### src/rtl/data_memory_arbiter_if.sv
// Bundle of both requester ports, the shared data_memory port and the boost status.
// The arbiter uses the slave modport; whoever drives the requests uses master.
interface data_memory_arbiter_if #(
  parameter int D = 6,
  parameter int W = 32
);
  logic         p0_valid;
  logic         p0_we;
  logic [D-1:0] p0_addr;
  logic [W-1:0] p0_wdata;
  logic         p0_ready;
  logic         p0_rvalid;
  logic [W-1:0] p0_rdata;

  logic         p1_valid;
  logic         p1_we;
  logic [D-1:0] p1_addr;
  logic [W-1:0] p1_wdata;
  logic         p1_ready;
  logic         p1_rvalid;
  logic [W-1:0] p1_rdata;

  logic         mem_write_enable;
  logic [D-1:0] mem_address;
  logic [W-1:0] mem_data_in;
  logic [W-1:0] mem_data_out;
  logic         starve_boost;

  modport master (
    output p0_valid, p0_we, p0_addr, p0_wdata,
    input  p0_ready, p0_rvalid, p0_rdata,
    output p1_valid, p1_we, p1_addr, p1_wdata,
    input  p1_ready, p1_rvalid, p1_rdata,
    input  mem_write_enable, mem_address, mem_data_in, starve_boost,
    output mem_data_out
  );

  modport slave (
    input  p0_valid, p0_we, p0_addr, p0_wdata,
    output p0_ready, p0_rvalid, p0_rdata,
    input  p1_valid, p1_we, p1_addr, p1_wdata,
    output p1_ready, p1_rvalid, p1_rdata,
    output mem_write_enable, mem_address, mem_data_in, starve_boost,
    input  mem_data_out
  );
endinterface

### src/rtl/data_memory_arbiter.sv
// Two-port arbiter in front of the single-port data_memory: port 0 normally wins,
// port 1 is boosted after STARVE_LIMIT consecutive stalled cycles.
module data_memory_arbiter #(
  parameter int D            = 6,
  parameter int W            = 32,
  parameter int STARVE_LIMIT = 4
) (
  input logic                 clk,
  input logic                 rst,
  data_memory_arbiter_if.slave bus
);
  localparam int CW = $clog2(STARVE_LIMIT + 1);

  logic [CW-1:0] r_starveCnt;
  logic          r_rvalid0;
  logic          r_rvalid1;
  logic [W-1:0]  r_rdata0;
  logic [W-1:0]  r_rdata1;

  logic          w_boost;
  logic          w_grant0;
  logic          w_grant1;
  logic          w_memWe;
  logic [D-1:0]  w_memAddr;
  logic [W-1:0]  w_memWdata;

  assign w_boost = !rst && (r_starveCnt == CW'(STARVE_LIMIT));

  // Everything combinational is held at zero while reset is asserted.
  always_comb begin
    w_grant0 = 1'b0;
    w_grant1 = 1'b0;
    if (!rst) begin
      w_grant1 = bus.p1_valid && (!bus.p0_valid || w_boost);
      w_grant0 = bus.p0_valid && !w_grant1;
    end
  end

  always_comb begin
    w_memWe    = 1'b0;
    w_memAddr  = '0;
    w_memWdata = '0;
    if (w_grant0) begin
      w_memWe    = bus.p0_we;
      w_memAddr  = bus.p0_addr;
      w_memWdata = bus.p0_wdata;
    end else if (w_grant1) begin
      w_memWe    = bus.p1_we;
      w_memAddr  = bus.p1_addr;
      w_memWdata = bus.p1_wdata;
    end
  end

  // Read data is captured from the asynchronous memory output at the end of the accept cycle.
  always_ff @(posedge clk or posedge rst) begin
    if (rst) begin
      r_starveCnt <= '0;
      r_rvalid0   <= 1'b0;
      r_rvalid1   <= 1'b0;
      r_rdata0    <= '0;
      r_rdata1    <= '0;
    end else begin
      r_rvalid0 <= w_grant0 && !bus.p0_we;
      r_rvalid1 <= w_grant1 && !bus.p1_we;
      if (w_grant0 && !bus.p0_we) begin
        r_rdata0 <= bus.mem_data_out;
      end
      if (w_grant1 && !bus.p1_we) begin
        r_rdata1 <= bus.mem_data_out;
      end
      if (!bus.p1_valid || w_grant1) begin
        r_starveCnt <= '0;
      end else if (r_starveCnt != CW'(STARVE_LIMIT)) begin
        r_starveCnt <= r_starveCnt + 1'b1;
      end
    end
  end

  assign bus.p0_ready         = w_grant0;
  assign bus.p1_ready         = w_grant1;
  assign bus.p0_rvalid        = r_rvalid0;
  assign bus.p1_rvalid        = r_rvalid1;
  assign bus.p0_rdata         = r_rdata0;
  assign bus.p1_rdata         = r_rdata1;
  assign bus.mem_write_enable = w_memWe;
  assign bus.mem_address      = w_memAddr;
  assign bus.mem_data_in      = w_memWdata;
  assign bus.starve_boost     = w_boost;
endmodule

### src/flat_wrapper.sv
// flat-port wrapper written by rule: the top's interface ports become plain ports
module data_memory_arbiter_flat 
#(
  parameter int D            = 6,
  parameter int W            = 32,
  parameter int STARVE_LIMIT = 4
)
  (clk, rst, bus_p0_valid, bus_p0_we, bus_p0_addr, bus_p0_wdata, bus_p0_ready, bus_p0_rvalid, bus_p0_rdata, bus_p1_valid, bus_p1_we, bus_p1_addr, bus_p1_wdata, bus_p1_ready, bus_p1_rvalid, bus_p1_rdata, bus_mem_write_enable, bus_mem_address, bus_mem_data_in, bus_starve_boost, bus_mem_data_out);
  data_memory_arbiter_if #(.D(D), .W(W)) bus_i ();
  input logic clk;
  input logic rst;
  input wire logic [$bits(bus_i.p0_valid)-1:0] bus_p0_valid;
  input wire logic [$bits(bus_i.p0_we)-1:0] bus_p0_we;
  input wire logic [$bits(bus_i.p0_addr)-1:0] bus_p0_addr;
  input wire logic [$bits(bus_i.p0_wdata)-1:0] bus_p0_wdata;
  output wire logic [$bits(bus_i.p0_ready)-1:0] bus_p0_ready;
  output wire logic [$bits(bus_i.p0_rvalid)-1:0] bus_p0_rvalid;
  output wire logic [$bits(bus_i.p0_rdata)-1:0] bus_p0_rdata;
  input wire logic [$bits(bus_i.p1_valid)-1:0] bus_p1_valid;
  input wire logic [$bits(bus_i.p1_we)-1:0] bus_p1_we;
  input wire logic [$bits(bus_i.p1_addr)-1:0] bus_p1_addr;
  input wire logic [$bits(bus_i.p1_wdata)-1:0] bus_p1_wdata;
  output wire logic [$bits(bus_i.p1_ready)-1:0] bus_p1_ready;
  output wire logic [$bits(bus_i.p1_rvalid)-1:0] bus_p1_rvalid;
  output wire logic [$bits(bus_i.p1_rdata)-1:0] bus_p1_rdata;
  output wire logic [$bits(bus_i.mem_write_enable)-1:0] bus_mem_write_enable;
  output wire logic [$bits(bus_i.mem_address)-1:0] bus_mem_address;
  output wire logic [$bits(bus_i.mem_data_in)-1:0] bus_mem_data_in;
  output wire logic [$bits(bus_i.starve_boost)-1:0] bus_starve_boost;
  input wire logic [$bits(bus_i.mem_data_out)-1:0] bus_mem_data_out;
  assign bus_i.p0_valid = bus_p0_valid;
  assign bus_i.p0_we = bus_p0_we;
  assign bus_i.p0_addr = bus_p0_addr;
  assign bus_i.p0_wdata = bus_p0_wdata;
  assign bus_p0_ready = bus_i.p0_ready;
  assign bus_p0_rvalid = bus_i.p0_rvalid;
  assign bus_p0_rdata = bus_i.p0_rdata;
  assign bus_i.p1_valid = bus_p1_valid;
  assign bus_i.p1_we = bus_p1_we;
  assign bus_i.p1_addr = bus_p1_addr;
  assign bus_i.p1_wdata = bus_p1_wdata;
  assign bus_p1_ready = bus_i.p1_ready;
  assign bus_p1_rvalid = bus_i.p1_rvalid;
  assign bus_p1_rdata = bus_i.p1_rdata;
  assign bus_mem_write_enable = bus_i.mem_write_enable;
  assign bus_mem_address = bus_i.mem_address;
  assign bus_mem_data_in = bus_i.mem_data_in;
  assign bus_starve_boost = bus_i.starve_boost;
  assign bus_i.mem_data_out = bus_mem_data_out;
  data_memory_arbiter #(.D(D), .W(W), .STARVE_LIMIT(STARVE_LIMIT)) u_core (.clk(clk), .rst(rst), .bus(bus_i));
endmodule
### config.mk
export PLATFORM = sky130hd
export DESIGN_NAME = data_memory_arbiter_flat
export DESIGN_NICKNAME = d
export VERILOG_FILES = /design/src/rtl/data_memory_arbiter_if.sv /design/src/rtl/data_memory_arbiter.sv /design/src/flat_wrapper.sv
export SDC_FILE = /design/constraint.sdc
export NUM_CORES = 1
export LEC_CHECK = 0
export ABC_AREA = 1
export CAP_MARGIN = 20
export CELL_PAD_IN_SITES_DETAIL_PLACEMENT = 0
export CELL_PAD_IN_SITES_GLOBAL_PLACEMENT = 1
export CORE_MARGIN = 4
export CORE_UTILIZATION = 24
export CTS_BUF_LIST = sky130_fd_sc_hd__clkbuf_16
export DETAILED_ROUTE_END_ITERATION = 7
export GPL_ROUTABILITY_DRIVEN = 0
export PLACE_DENSITY = 0.85
export SLEW_MARGIN = 10
export SYNTH_ARGS = -nofsm -noshare
export SYNTH_HDL_FRONTEND = slang
export SYNTH_SLANG_ARGS = --single-unit
### constraint.sdc
create_clock -name clk -period 5 [get_ports clk]
set_clock_uncertainty 0.2 [all_clocks]
set_input_delay 1 -clock clk [delete_from_list [all_inputs] [get_ports clk]]
set_output_delay 1 -clock clk [all_outputs]
set_load 0.05 [all_outputs]
### After elaboration in Yosys (flattened, before gate mapping)

Index checks and enable logic that the tools add are counted.

* logic and storage cells: 32
* register bits: 69
* memories: 0
* bits of input ports: 114
* bits in writable memories: 0
* latch bits: 0
* bits in read-only memories: 0

* equality and inequality tests: 2
* bitwise operators: 0
* multiplexer cells: 10
* add/subtract/negate cells: 1
* multiply operators: 0
* order comparisons: 0
* div/mod/pow operators: 0
* reductions and logical operators: 14
* shifts and indexed selects: 0

Operators with widths (count)
* $mux W32: 2
* $mux W6: 2
* $logic_not A1 Y1: 6
* $mux W3: 2
* $logic_and A1 B1 Y1: 5
* $mux W1: 4
* $add A3 B1 Y3 const B: 1
* $eq A3 B3 Y1 const B: 1
* $ne A3 B3 Y1 const B: 1
* $logic_or A1 B1 Y1: 2
* $reduce_bool A2 Y1: 1

### Depth between registers and ports, before layout

* depth in word-level cells: 8
* depth in mapped cells: 11

### Worst setup path after synthesis

No wires, ideal clock.

* path type: input to register
* from: in rst
* to: reg u_core.r_rdata1[31], in the netlist u_core.bus.p1_rdata[31]
* data arrival time: 3604 ps
* slack: 1118 ps
* setup time: 78 ps
* stages: 4
* required time: 4722 ps
* path through: inv_2 > clkbuf_1 > nand4_1 > nand2_1

* word-level cells in the longest chain between the ends: 6

Ends and longest elaborated chain
* start, declared: RTL line flat_wrapper.sv:11 `input logic rst;`
* $logic_not A1 Y1
* $logic_and A1 B1 Y1: RTL line data_memory_arbiter.sv:27 `assign w_boost = !rst && (r_starveCnt == CW'(STARVE_LIMIT));`
* $logic_or A1 B1 Y1: RTL line data_memory_arbiter.sv:34 `w_grant1 = bus.p1_valid && (!bus.p0_valid || w_boost);`
* $logic_and A1 B1 Y1: RTL line data_memory_arbiter.sv:34
* $mux W1 (*): RTL line data_memory_arbiter.sv:33 `if (!rst) begin`
* $logic_and A1 B1 Y1 (*): RTL line data_memory_arbiter.sv:68 `if (w_grant1 && !bus.p1_we) begin`
* end signal, assigned: RTL line data_memory_arbiter.sv:69 `r_rdata1 <= bus.mem_data_out;`
* end, declared: RTL line data_memory_arbiter.sv:18 `logic [W-1:0] r_rdata1;`

Every way passes the cells marked *; elsewhere a longest branch is shown, timed or not.
A chain may end at the register's enable or synchronous reset.

### Worst setup path in the final report

* from: in rst
* to: out bus_mem_write_enable

* word-level cells in the longest chain between the ends: 8
* elaborated cells between the ends (all ways): 10

Ends and longest elaborated chain
* $logic_not A1 Y1
* $logic_and A1 B1 Y1: RTL line data_memory_arbiter.sv:27
* $logic_or A1 B1 Y1: RTL line data_memory_arbiter.sv:34
* $logic_and A1 B1 Y1: RTL line data_memory_arbiter.sv:34
* $logic_not A1 Y1: RTL line data_memory_arbiter.sv:35 `w_grant0 = bus.p0_valid && !w_grant1;`
* $logic_and A1 B1 Y1: RTL line data_memory_arbiter.sv:35
* $mux W1: RTL line data_memory_arbiter.sv:33
* $mux W1 (*): RTL line data_memory_arbiter.sv:43 `if (w_grant0) begin`
* end, declared: RTL line flat_wrapper.sv:26 `output wire logic [$bits(bus_i.mem_write_enable)-1:0] bus_mem_write_enable;`

Marks and branches as above.

==> flow_metrics.tcl <==
set metrics [dict create \
    ys_warn_count 0 \
    clk_path_buf_depth 2 \
    synth_area_um2 3356 \
    insertion_delay_ns 0.33 \
    dieWidth_um 126.2 \
    fin_crit_sh_pct 91.75 \
    critPathMaxFanout 34 \
    post_cts_buffers 0 \
    maxCapViolCount 0 \
    fin_area_um2 6404 \
    hold_class "reg -> reg" \
    antenna_found_initial 0 \
    p_leak_nw 3.052 \
    setup_viol 0 \
    drtIter0Drc 223 \
    cpPeakStageDelay_ns 0.52 \
    hold-path-cell-count 2 \
    ys_ff_latch 69 \
    post-route-util_pct 47.60 \
    start_kind "primary input" \
    cts_root_buf "clkbuf_16" \
    multi_input_area_um2 1449 \
    wl_um 13520 \
    drcViolationCount 0 \
    ctsResizeCount 0 \
    synth_seq_area_share_pct 51.45 \
    netlist_top_cells_area "dfrtp_1 (51%), nand2_1 (28%), nand4_1 (12%)" \
    hold_viol 0 \
    cp_slowest_cell "clkdlybuf4s50_1" \
    synthCells 443 \
    tightest_slew_ns 0.9082 \
    power_mw 2.342 \
    critPathMostFrequentCell "nand2_1" \
    seq_area_um2 1727 \
    grt_overflow_total 0 \
    fp-row-count 42 \
    p_per_area_nw_per_um2 365.8 \
    syn_nets 559 \
    start_util_pct 24.94 \
    routedWlPerCell_um 16.23 \
    synth_top_area_cell "dfrtp_1" \
    die_y_um 126.2 \
    synth_cell_types 19 \
    grt_pass1_vias 3918 \
    final_common_cell "nand2_1" \
    slew_violations 0 \
    fillCellCount 1282 \
    cp.arrival_ns 3.39 \
    setup_tns_ns 0 \
    ioPinCount 222 \
    dieArea_um2 15940 \
    grt_max_degree 56 \
    placed_cell_area_um2 6137 \
    dr.pass1.iters 5 \
    cts_buffers 9 \
    slew_headroom_pct 39.32 \
    ir_drop_uv 198.8 \
    place_inst 817 \
    clock.fmax_ghz 0.2180 \
    drive_gt1_share_pct 10.50 \
    cts_max_level 3 \
    final_cells 833 \
    crit_required_ns 3.80 \
    via_per_inst 4.563 \
    grt_usage_pct 16.71 \
    rsz0062_at_grt "no" \
    port_buffers 221 \
    diodes 0 \
    synth_top_area_share_pct 51.45 \
    syn_avg_cell_area_um2 7.575 \
    clock-sinks 69 \
    final_cell_mix "nand2_1 (247), clkdlybuf4s50_1 (180), dfrtp_1 (69), nand4_1 (65), buf_12 (41)" \
    cts_tree "built" \
    hpwl_um 10150 \
    area_growth_syn_to_layout_pct 90.83 \
    worstPathCellList "clkdlybuf4s50_1, inv_4, nand3_1, nand2_1, nand2_2, nor2_2, buf_4, nand2_1, o21ai_1, buf_12" \
    cp-end-kind "primary output" \
    core_um2 13450 \
    critPathKind "in -> out" \
    clkTransAtPathRegs_ns 0.05 \
    status "complete, no violations" \
    rr_worst_depth 10 \
    routed-via-count 3801 \
    nets 768 \
    period_needed_ns 4.587 \
    cts_hold_buf 0 \
    ant_nets 0 \
    grt_pass1_wl_um 21450 \
]
## critical path: cells and delay by family
family                 cells  cell delay, ns
AO/OA/AOI/OAI              1            0.27
AND/OR/NAND/NOR            5            0.90
buffers and inverters      4            1.21
## metrics by stage
| stage | setup slack (ns) | hold slack, ns |
|---|---|---|
| floorplan | 0.8905 | 0.3338 |
| global placement | 0.4541 | 0.2546 |
| detailed placement | 0.4203 | 0.2630 |
| CTS | 0.3969 | 0.2757 |
| global route | 0.2506 | 0.2901 |
| finish | 0.4127 | 0.2690 |
## registers in the layout, summed over array words and instances, names as in the netlist
| name | cells |
|---|---|
| u_core.bus.p1_rdata | 32 |
| u_core.bus.p0_rvalid | 1 |
| u_core.bus.p1_rvalid | 1 |
| u_core.r_starveCnt | 3 |
| u_core.bus.p0_rdata | 32 |
## cells in the mapped netlist (all sizes together)
cell type,instances
inv,12
nand3,2
dfrtp,69
a21oi,2
nor2,5
clkbuf,15
ha,2
clkinv,1
xor2,1
nand4,65
o21ai,4
buf,17
nand2,248
## layer usage
metal	global-route usage (%)	wire [um]	vias to the layer above
met5	0	0	-
met4	4.795	256	0
met3	5.970	1000	26
met2	27.29	6738	144
met1	20.88	5527	1774
li1	-	-	1857
## cell families (layout without fill, tap and decap cells)
kind of cell             Yosys count  count (layout)  share of synthesized area, %
AO/OA/AOI/OAI                      6               6                        0.8946
XOR/XNOR                           1               1                        0.2610
adder cells (fa/ha/maj)            2               2                        0.7456
buffers and inverters             45             259                         5.854
flip-flops                        69              69                         51.45
AND/OR/NAND/NOR                  320             320                         40.79
## layout make-up
| class | instances | area share [%] |
|---|---|---|
| clock buffer | 9 | 3.517 |
| clock inverter | 7 | 0.6448 |
| inverter | 13 | 0.8011 |
| multi-input combinational | 329 | 22.63 |
| sequential | 69 | 26.96 |
| tap | 176 | 3.439 |
| timing repair buffer | 230 | 42.01 |
## path summary, 6_finish.rpt
kind | start | slack, ns | end
max in group asynchronous | rst | 2.49 | u_core.bus.p0_rdata[4]
hold / removal | u_core.bus.p0_rdata[29] | 0.27 | u_core.bus.p0_rdata[29]
setup reg to reg | u_core.r_starveCnt[0] | 2.24 | u_core.bus.p0_rdata[12]
setup / recovery | rst | 0.41 | bus_mem_write_enable
hold reg to reg | u_core.bus.p0_rdata[29] | 0.27 | u_core.bus.p0_rdata[29]
min in group asynchronous | rst | 1.11 | u_core.r_starveCnt[1]
## power by group
| part | leakage, nW | total [mW] | internal [mW] | switching (mW) |
|---|---|---|---|---|
| sequential | 0.870 | 0.727 | 0.665 | 0.0622 |
| clock | 0.132 | 0.571 | 0.332 | 0.239 |
| combinational | 2.05 | 1.04 | 0.383 | 0.661 |
No activity file was read; power rests on OpenSTA's default activity.
